--- src/rtl/updated_key_expansion.sv ---
// updated_key_expansion: AES-256 key schedule that streams RK0..RK14 (128 bits each),
// one round key per clock after reset release, from an 8-word sliding window.
// Build option: define KEYEXP_DONE_EN to add a sticky 'done' output flagging RK14.

// Forward AES S-box, one byte lookup.
module aes_sbox (
  input  logic [7:0] idx,
  output logic [7:0] sub
);
  localparam logic [7:0] SBOX [256] = '{
    8'h63, 8'h7c, 8'h77, 8'h7b, 8'hf2, 8'h6b, 8'h6f, 8'hc5, 8'h30, 8'h01, 8'h67, 8'h2b, 8'hfe, 8'hd7, 8'hab, 8'h76,
    8'hca, 8'h82, 8'hc9, 8'h7d, 8'hfa, 8'h59, 8'h47, 8'hf0, 8'had, 8'hd4, 8'ha2, 8'haf, 8'h9c, 8'ha4, 8'h72, 8'hc0,
    8'hb7, 8'hfd, 8'h93, 8'h26, 8'h36, 8'h3f, 8'hf7, 8'hcc, 8'h34, 8'ha5, 8'he5, 8'hf1, 8'h71, 8'hd8, 8'h31, 8'h15,
    8'h04, 8'hc7, 8'h23, 8'hc3, 8'h18, 8'h96, 8'h05, 8'h9a, 8'h07, 8'h12, 8'h80, 8'he2, 8'heb, 8'h27, 8'hb2, 8'h75,
    8'h09, 8'h83, 8'h2c, 8'h1a, 8'h1b, 8'h6e, 8'h5a, 8'ha0, 8'h52, 8'h3b, 8'hd6, 8'hb3, 8'h29, 8'he3, 8'h2f, 8'h84,
    8'h53, 8'hd1, 8'h00, 8'hed, 8'h20, 8'hfc, 8'hb1, 8'h5b, 8'h6a, 8'hcb, 8'hbe, 8'h39, 8'h4a, 8'h4c, 8'h58, 8'hcf,
    8'hd0, 8'hef, 8'haa, 8'hfb, 8'h43, 8'h4d, 8'h33, 8'h85, 8'h45, 8'hf9, 8'h02, 8'h7f, 8'h50, 8'h3c, 8'h9f, 8'ha8,
    8'h51, 8'ha3, 8'h40, 8'h8f, 8'h92, 8'h9d, 8'h38, 8'hf5, 8'hbc, 8'hb6, 8'hda, 8'h21, 8'h10, 8'hff, 8'hf3, 8'hd2,
    8'hcd, 8'h0c, 8'h13, 8'hec, 8'h5f, 8'h97, 8'h44, 8'h17, 8'hc4, 8'ha7, 8'h7e, 8'h3d, 8'h64, 8'h5d, 8'h19, 8'h73,
    8'h60, 8'h81, 8'h4f, 8'hdc, 8'h22, 8'h2a, 8'h90, 8'h88, 8'h46, 8'hee, 8'hb8, 8'h14, 8'hde, 8'h5e, 8'h0b, 8'hdb,
    8'he0, 8'h32, 8'h3a, 8'h0a, 8'h49, 8'h06, 8'h24, 8'h5c, 8'hc2, 8'hd3, 8'hac, 8'h62, 8'h91, 8'h95, 8'he4, 8'h79,
    8'he7, 8'hc8, 8'h37, 8'h6d, 8'h8d, 8'hd5, 8'h4e, 8'ha9, 8'h6c, 8'h56, 8'hf4, 8'hea, 8'h65, 8'h7a, 8'hae, 8'h08,
    8'hba, 8'h78, 8'h25, 8'h2e, 8'h1c, 8'ha6, 8'hb4, 8'hc6, 8'he8, 8'hdd, 8'h74, 8'h1f, 8'h4b, 8'hbd, 8'h8b, 8'h8a,
    8'h70, 8'h3e, 8'hb5, 8'h66, 8'h48, 8'h03, 8'hf6, 8'h0e, 8'h61, 8'h35, 8'h57, 8'hb9, 8'h86, 8'hc1, 8'h1d, 8'h9e,
    8'he1, 8'hf8, 8'h98, 8'h11, 8'h69, 8'hd9, 8'h8e, 8'h94, 8'h9b, 8'h1e, 8'h87, 8'he9, 8'hce, 8'h55, 8'h28, 8'hdf,
    8'h8c, 8'ha1, 8'h89, 8'h0d, 8'hbf, 8'he6, 8'h42, 8'h68, 8'h41, 8'h99, 8'h2d, 8'h0f, 8'hb0, 8'h54, 8'hbb, 8'h16
  };

  assign sub = SBOX[idx];
endmodule

module updated_key_expansion (
  input  logic         clk,
  input  logic         rst,
  input  logic [255:0] key,
  output logic [127:0] out_key
`ifdef KEYEXP_DONE_EN
  ,
  output logic         done
`endif
);
  localparam int unsigned WORD_W   = 32;
  localparam int unsigned RK_W     = 128;
  localparam int unsigned WIN_W    = 256;
  localparam int unsigned CNT_W    = 4;
  localparam int unsigned CNT_LAST = 15;

  logic [CNT_W-1:0]  cnt, cnt_nxt;
  logic [WIN_W-1:0]  window, window_nxt;
  logic [7:0]        rcon, rcon_nxt;
  logic [RK_W-1:0]   out_key_nxt;
  logic [WORD_W-1:0] last_word, sub_in, sub_out, temp;
  logic [WORD_W-1:0] nw0, nw1, nw2, nw3;
  logic              even_rk;

  // Even round keys (cnt even) take the RotWord+Rcon rule, odd ones SubWord only.
  assign even_rk   = ~cnt[0];
  assign last_word = window[WORD_W-1:0];
  assign sub_in    = even_rk ? {last_word[23:0], last_word[31:24]} : last_word;

  for (genvar g = 0; g < 4; g++) begin : g_sub
    aes_sbox u_sbox (
      .idx (sub_in[8*g +: 8]),
      .sub (sub_out[8*g +: 8])
    );
  end

  // New four schedule words, chained by XOR against the oldest window words.
  assign temp = even_rk ? (sub_out ^ {rcon, 24'h0}) : sub_out;
  assign nw0  = window[255:224] ^ temp;
  assign nw1  = window[223:192] ^ nw0;
  assign nw2  = window[191:160] ^ nw1;
  assign nw3  = window[159:128] ^ nw2;

  // Next-state: capture key, emit its halves, then generate RK2..RK14 and hold.
  always_comb begin
    cnt_nxt     = cnt;
    window_nxt  = window;
    rcon_nxt    = rcon;
    out_key_nxt = out_key;
    if (cnt == CNT_W'(0)) begin
      window_nxt  = key;
      out_key_nxt = key[255:128];
      cnt_nxt     = CNT_W'(1);
    end else if (cnt == CNT_W'(1)) begin
      out_key_nxt = window[127:0];
      cnt_nxt     = CNT_W'(2);
    end else if (cnt != CNT_W'(CNT_LAST)) begin
      out_key_nxt = {nw0, nw1, nw2, nw3};
      window_nxt  = {window[127:0], nw0, nw1, nw2, nw3};
      if (even_rk) begin
        rcon_nxt = {rcon[6:0], 1'b0} ^ (rcon[7] ? 8'h1b : 8'h00);
      end
      cnt_nxt = cnt + CNT_W'(1);
    end
  end

  // Schedule registers with asynchronous active-low reset.
  always_ff @(posedge clk or negedge rst) begin
    if (!rst) begin
      cnt     <= '0;
      window  <= '0;
      rcon    <= 8'h01;
      out_key <= '0;
    end else begin
      cnt     <= cnt_nxt;
      window  <= window_nxt;
      rcon    <= rcon_nxt;
      out_key <= out_key_nxt;
    end
  end

`ifdef KEYEXP_DONE_EN
  // Sticky flag raised on the edge that presents RK14.
  always_ff @(posedge clk or negedge rst) begin
    if (!rst) begin
      done <= 1'b0;
    end else if (cnt == CNT_W'(CNT_LAST - 1)) begin
      done <= 1'b1;
    end
  end
`endif

endmodule

--- config.mk ---
export PLATFORM = sky130hd
export DESIGN_NAME = updated_key_expansion
export DESIGN_NICKNAME = d
export VERILOG_FILES = /design/src/rtl/updated_key_expansion.sv
export SDC_FILE = /design/constraint.sdc
export NUM_CORES = 2
export LEC_CHECK = 0
export CAP_MARGIN = 10
export CORE_MARGIN = 2
export CORE_UTILIZATION = 30
export DETAILED_ROUTE_END_ITERATION = 8
export PLACE_DENSITY = 0.54
export SLEW_MARGIN = 10
export SYNTH_ARGS = -nofsm -noshare
export SYNTH_HDL_FRONTEND = slang
export SYNTH_SLANG_ARGS = --single-unit
--- constraint.sdc ---
create_clock -name clk -period 4.73 [get_ports clk]
set_clock_uncertainty 0.05 [all_clocks]
set_input_delay 0.946 -clock clk [delete_from_list [all_inputs] [get_ports clk]]
set_output_delay 0.946 -clock clk [all_outputs]
set_load 0.01 [all_outputs]
---- Yosys cells after proc, flatten, opt, wreduce, memory -nomap -nowiden ----
Memories as Yosys holds them, arrays and structs flattened.
Index checks and enable logic that the tools add are counted.
operators by class
  add/subtract/negate cells ............... 1
  magnitude comparators ................... 4
  equal/unequal tests ..................... 3
  multiplexer cells ....................... 20
  bitwise logic cells ..................... 13
  reduce and logical (&&, ||, !) cells .... 5
operator list
  operator               count
  $mux W256              3
  $mux W128              3
  $xor A32 B32 Y32       5
  $mux W32               2
  $mux W8                8
  $ge A9 B9 Y1 const B   4
  $not A8 Y9             4
  $mux W4                3
  $xor A8 B5 Y8          1
  $mux W5                1
  $add A4 B1 Y4 const B  1
  $eq A4 B1 Y1 const B   1
  $logic_not A4 Y1       1
  $ne A4 B4 Y1 const B   1
  $reduce_and A4 Y1      1
  $not A1 Y1             3
  $reduce_bool A3 Y1     1
  $ne A2 B2 Y1 const B   1
  $reduce_and A2 Y1      1
  $reduce_bool A2 Y1     1
storage, ports and cells
  flip-flop bits (word level) ............. 396
  bits in read-only memories .............. 8192
  bits of input ports ..................... 258
  output and inout port bits .............. 128
  logic and storage cells ................. 54
  memories ................................ 4
memory list
  name             words  bits a word  rd ports  clocked after memory_dff  wr ports  line  text
  (no name shown)  256    8            1         0                         0         29    assign sub = SBOX[idx];
  (no name shown)  256    8            1         0                         0         29
  (no name shown)  256    8            1         0                         0         29
  (no name shown)  256    8            1         0                         0         29

---- Depth between registers and ports, before layout ----
  depth in word-level cells ............... 14
  depth in mapped cells ................... 18

---- Cells and area by module ----
A second synthesis with hierarchy kept.
second synthesis, totals
  cell total of the unflattened synthesis .. 4476
  area, all modules ....................... 34081.4 um2
modules (own cells, without submodules)
  module                           times used  cells an instance  area each (um2)
  updated_key_expansion            1           2417               21356.7
  aes_sbox at g_sub[2].u_sbox ...  2           507                3179.3
  aes_sbox at g_sub[0].u_sbox      1           535                3263.1
  aes_sbox at g_sub[1].u_sbox      1           510                3103.0

---- Least setup slack after synthesis ----
Ideal clock, no wire load.
  path type ............................... register to register
  start ................................... reg cnt[0]
  end ..................................... reg window[25]
  library setup time ...................... 0.132 ns
  arrival time ............................ 3.904 ns
  data required time ...................... 4.548 ns
  setup slack ............................. 0.644 ns
  stages on the path, launching flop included .. 17
  buffers on the path ..................... 5
  path through ............................ dfrtp_1 buf_6 buf_6 buf_6 mux2i_1 clkbuf_1 ha_1 clkbuf_1 mux2i_1 mux2_2 a222oi_1 a211oi_1 a311o_1 a32oi_2 xnor3_1 nor2_1 o22ai_1
between the ends
  cells in the longest elaborated chain, start to end .. 14
ends and longest elaborated chain
  item                                         line  text
  from (decl)                                  48    logic [CNT_W-1:0] cnt, cnt_nxt;
  from (signal assigned)                       106   cnt <= cnt_nxt;
  $mux W32                                     59    assign sub_in = even_rk ? {last_word[23:0], last_word[31:24]} : last_word;
  $not A8 Y9 (implied by the code)             29
  $mem_v2 Z256 W8                              -
  $mux W8 (implied by the code) (2 in series)  29
  $xor A32 B32 Y32                             69    assign temp = even_rk ? (sub_out ^ {rcon, 24'h0}) : sub_out;
  $mux W32                                     69
  $xor A32 B32 Y32                             70    assign nw0 = window[255:224] ^ temp;
  $xor A32 B32 Y32                             71    assign nw1 = window[223:192] ^ nw0;
  $xor A32 B32 Y32                             72    assign nw2 = window[191:160] ^ nw1;
  $xor A32 B32 Y32                             73    assign nw3 = window[159:128] ^ nw2;
  $mux W256                                    88    end else if (cnt != CNT_W'(CNT_LAST)) begin
  $mux W256                                    85    end else if (cnt == CNT_W'(1)) begin
  $mux W256                                    81    if (cnt == CNT_W'(0)) begin
  to (signal assigned)                         107   window <= window_nxt;
  to (decl)                                    49    logic [WIN_W-1:0] window, window_nxt;
Parallel ways exist; a longest one is shown, timed or not. The select of a mux whose other input is x is not followed.
A chain may end at the register's enable or synchronous reset.

---- Worst setup path in the final report ----
  start ................................... reg cnt[0]
  end ..................................... reg window[24]
The elaborated chain is that of the path after synthesis.

==> impl_results.md <==
* Outcome: finished clean
* FP Rows at 129
* Actual slew at the worst max-slew pin at 1190 ps
* Detailed-route wire length at about 220 mm
* Mapped Area at roughly 38,000 um2
* TNS Setup at 0 ps
* DR vias at ~44k
* Vias in the first global route at between 40k and 50k
* Main flop type after synthesis: dfrtp_1
* HPWL after DPL at 162 mm
* Part of the power in registers at 0.151
* Final global-route overflow total at 0
* Clk pwr share at 0.081
* Slew Limit Fails at 0
* Share of the synthesized area in the top cell type at 0.263
* Dominant cells by area after synthesis: dfrtp_1 (26%), nand2_1 (7.0%), a21oi_1 (5.5%), nor2_1 (5.1%), o21ai_0 (4.4%)
* Psw at about 0.027 W
* Slew margin rel. at 0.198
* H-tree Lvls at 2
* Die area at 128,000 um2
* Core ar. at ~120,000 um2
* Post-Syn Instances at about 5.0k
* Post-CTS setup buffers at 0
* Final Net Count at approximately 5.6k
* Final ANT Viol Nets at 0
* Initial drt markers at 5,848
* PwrDens at 1030 nW/um2
* Worst setup path start: cnt[0]
* Async set-reset flop share out of synthesis at 1.00
* Pleak at about 18 nW
* Die Ht at 358 um
* Fill count at 13.0k
* Sw Ratio at 0.558
* DRC violations left at 0
* Critical path peak fanout at 19
* Layout area overhead at 24.0%
* Routed WL per cell at 31.0 um
* Hold WC Path Type: in -> async
* First-pass GRT wire length at 311 mm
* Fin Hold WS at between 300 and 400 ps
* Synthesis-stage register bit count at 396
* F_max at 0.215 GHz
* Largest net degree at the start of global routing at ~160
* Fin area at 46,600 um2
* IO Port Bufs at between 300 and 400
* Initial antenna violation count at 15
* Fin util at 0.376
* Final setup violation count at 0
* Avg Cell Area, Syn at roughly 7.5 um2
* Dpl cell area at 44,900 um2
* Internal at 0.0211 W
* TritonCTS Buffers at 48
* Max Cap Viol at 0
* Clock Sinks at 396
* Synth area leader: dfrtp_1
* Unrepaired setup endpoints after global routing: no
* Final hold violations at 0
* Die Wd at 358 um
* DRT Pass-1 Iters at 8
* CP Capture Type: register
* Gpl congestion at roughly 1.0
* Startpoint Class: register
* # IOs at 386
* Final min period at 4660 ps
* CP required at between 5000 and 6000 ps
* CTS tree: done
* Worst reg2reg startpoint: cnt[0]
* Crit share post-route at 0.984
* Vias per inst at between 6 and 7
* Worst skew pair latency at 640 ps
* Worst-path clk slew at approximately 70 ps
* Gate power share at 0.767
* CTS root buffer: clkbuf_16
* Crit Path Class: reg -> reg
* Initial Util at 0.303
* Arrival time at the worst endpoint at slightly above 5000 ps
* Capture point of the worst reg-to-reg path: window[24]
* Share of cells above drive strength 1 at 0.125
* Reg2reg setup slack at approximately 74 ps
* Peak supply drop at between 0.3 and 0.4 mV
* Distinct cells, synth at 128
* Synthesis Warnings at 0
* Seq/Total Area, Yosys at 0.264
* EDFF count, synth at 0
* Hold buffer count at cts at 0
* GRT Total Usage at 0.328
* Synth Net Count at 5,301
* Worst r2r path cells at 14
* CTS max path bufs at 3
## placed cells by master (no fill, tap or decap), types with 112 or more instances in the layout
cell,instances
a21oi_1,409
nor2_1,512
buf_4,377
nand2_1,695
o21ai_0,331
nor3_1,112
clkdlybuf4s50_1,384
xnor2_1,163
dfrtp_1,391
a31oi_1,213
## final cells by class
type                    count  area (um2)  share of cell area
well taps                1637        2050              0.0440
repair buffers            805        7530               0.162
flip-flops and latches    396        9920               0.213
multi-input cells        4030       25200               0.542
clock inverters            17         211             0.00454
inverters                  52         200             0.00430
diodes                      5        12.5            0.000269
clock buffers              71        1420              0.0304
## what timing repair did
item,CTS,global route
resized for setup,0,3
endpoints found under the setup margin,0,3
hold endpoints to repair,0,0
## cell families (layout without fill, tap and decap cells)
| logic type | Yosys count | count (layout) | share of synthesized area |
|---|---|---|---|
| and+or+nand+nor | 1722 | 1722 | 0.204 |
| AOI/OAI and AO/OA | 1899 | 1899 | 0.344 |
| adders and majority gates | 53 | 53 | 0.0177 |
| other | 0 | 5 | 0 |
| DFF | 396 | 396 | 0.264 |
| xor gates and xnor gates | 224 | 224 | 0.0600 |
| buffers and inverters | 564 | 945 | 0.0687 |
| muxes | 132 | 132 | 0.0419 |
## flip-flops by register name (all words and copies together) (netlist names)
| register | cells |
|---|---|
| out_key | 128 |
| cnt | 4 |
| rcon | 8 |
| window | 256 |
## worst max-delay path: stages, from the launching register on
cell and delay, ps:
dfrtp_4 670, mux2i_1 230, buf_4 250, inv_1 120
ha_1 340, nor2_1 220, o22ai_2 180, and2_1 220
o311ai_0 620, buf_4 210, o311ai_0 190, o211a_1 330
or3_1 420, a21oi_1 300, o21ai_0 140
## metrics by stage
stage,setup slack [ps],cells,power (W)
after floorplan,644,4990,0.0274
after detailed placement,241,6920,0.0426
after global routing,1.37,7010,0.0501
after CTS,200,7008,0.0467
final,74.3,7013,0.0478
after global placement,201,6919,0.0432
## cell usage after synthesis (30+ instances only)
master / count
a221oi_1: 53
a41oi_1: 75
o21ai_1: 41
and3_1: 31
buf_2: 147
a31oi_1: 213
o221ai_1: 40
dfrtp_1: 395
a22oi_1: 37
inv_1: 40
o22ai_1: 74
xor2_1: 40
a311oi_1: 38
a21oi_1: 409
nor2b_1: 65
mux2i_1: 80
nand3_1: 104
nor2_1: 513
buf_4: 30
a21o_1: 39
nor3_1: 112
ha_1: 53
a211oi_1: 90
buf_1: 31
o21a_1: 61
xnor2_1: 163
o21ai_0: 331
nand2_1: 696
nand2b_1: 39
clkbuf_1: 281
o211ai_1: 90
## worst max-delay path by stage
stage | to | slack, ps | cells past startpoint
3_3_place_gp | window[82] | 200 | 15
6_report | window[24] | 70 | 14
5_1_grt | out_key[28] | 1 | 12
3_5_place_dp | window[82] | 240 | 15
2_1_floorplan | window[25] | 640 | 16
4_1_cts | window[82] | 200 | 15
## per-layer routing
layer	vias to the layer above	wire length, um	GRT usage
li1	19199	-	-
met1	21777	94200	0.466
met2	2677	92100	0.486
met3	456	22600	0.0742
met4	18	8450	0.109
met5	-	126	0
## power groups by stage
stage / Combinational (W) / Sequential (W) / Clock (W)
after floorplan: 0.0209 / 0.00643 / 0
after global placement: 0.0360 / 0.00722 / 0
after detailed placement: 0.0353 / 0.00721 / 0
after CTS: 0.0356 / 0.00720 / 0.00395
after global routing: 0.0386 / 0.00743 / 0.00408
final: 0.0367 / 0.00724 / 0.00389
Power figures use the tool's default switching activity.
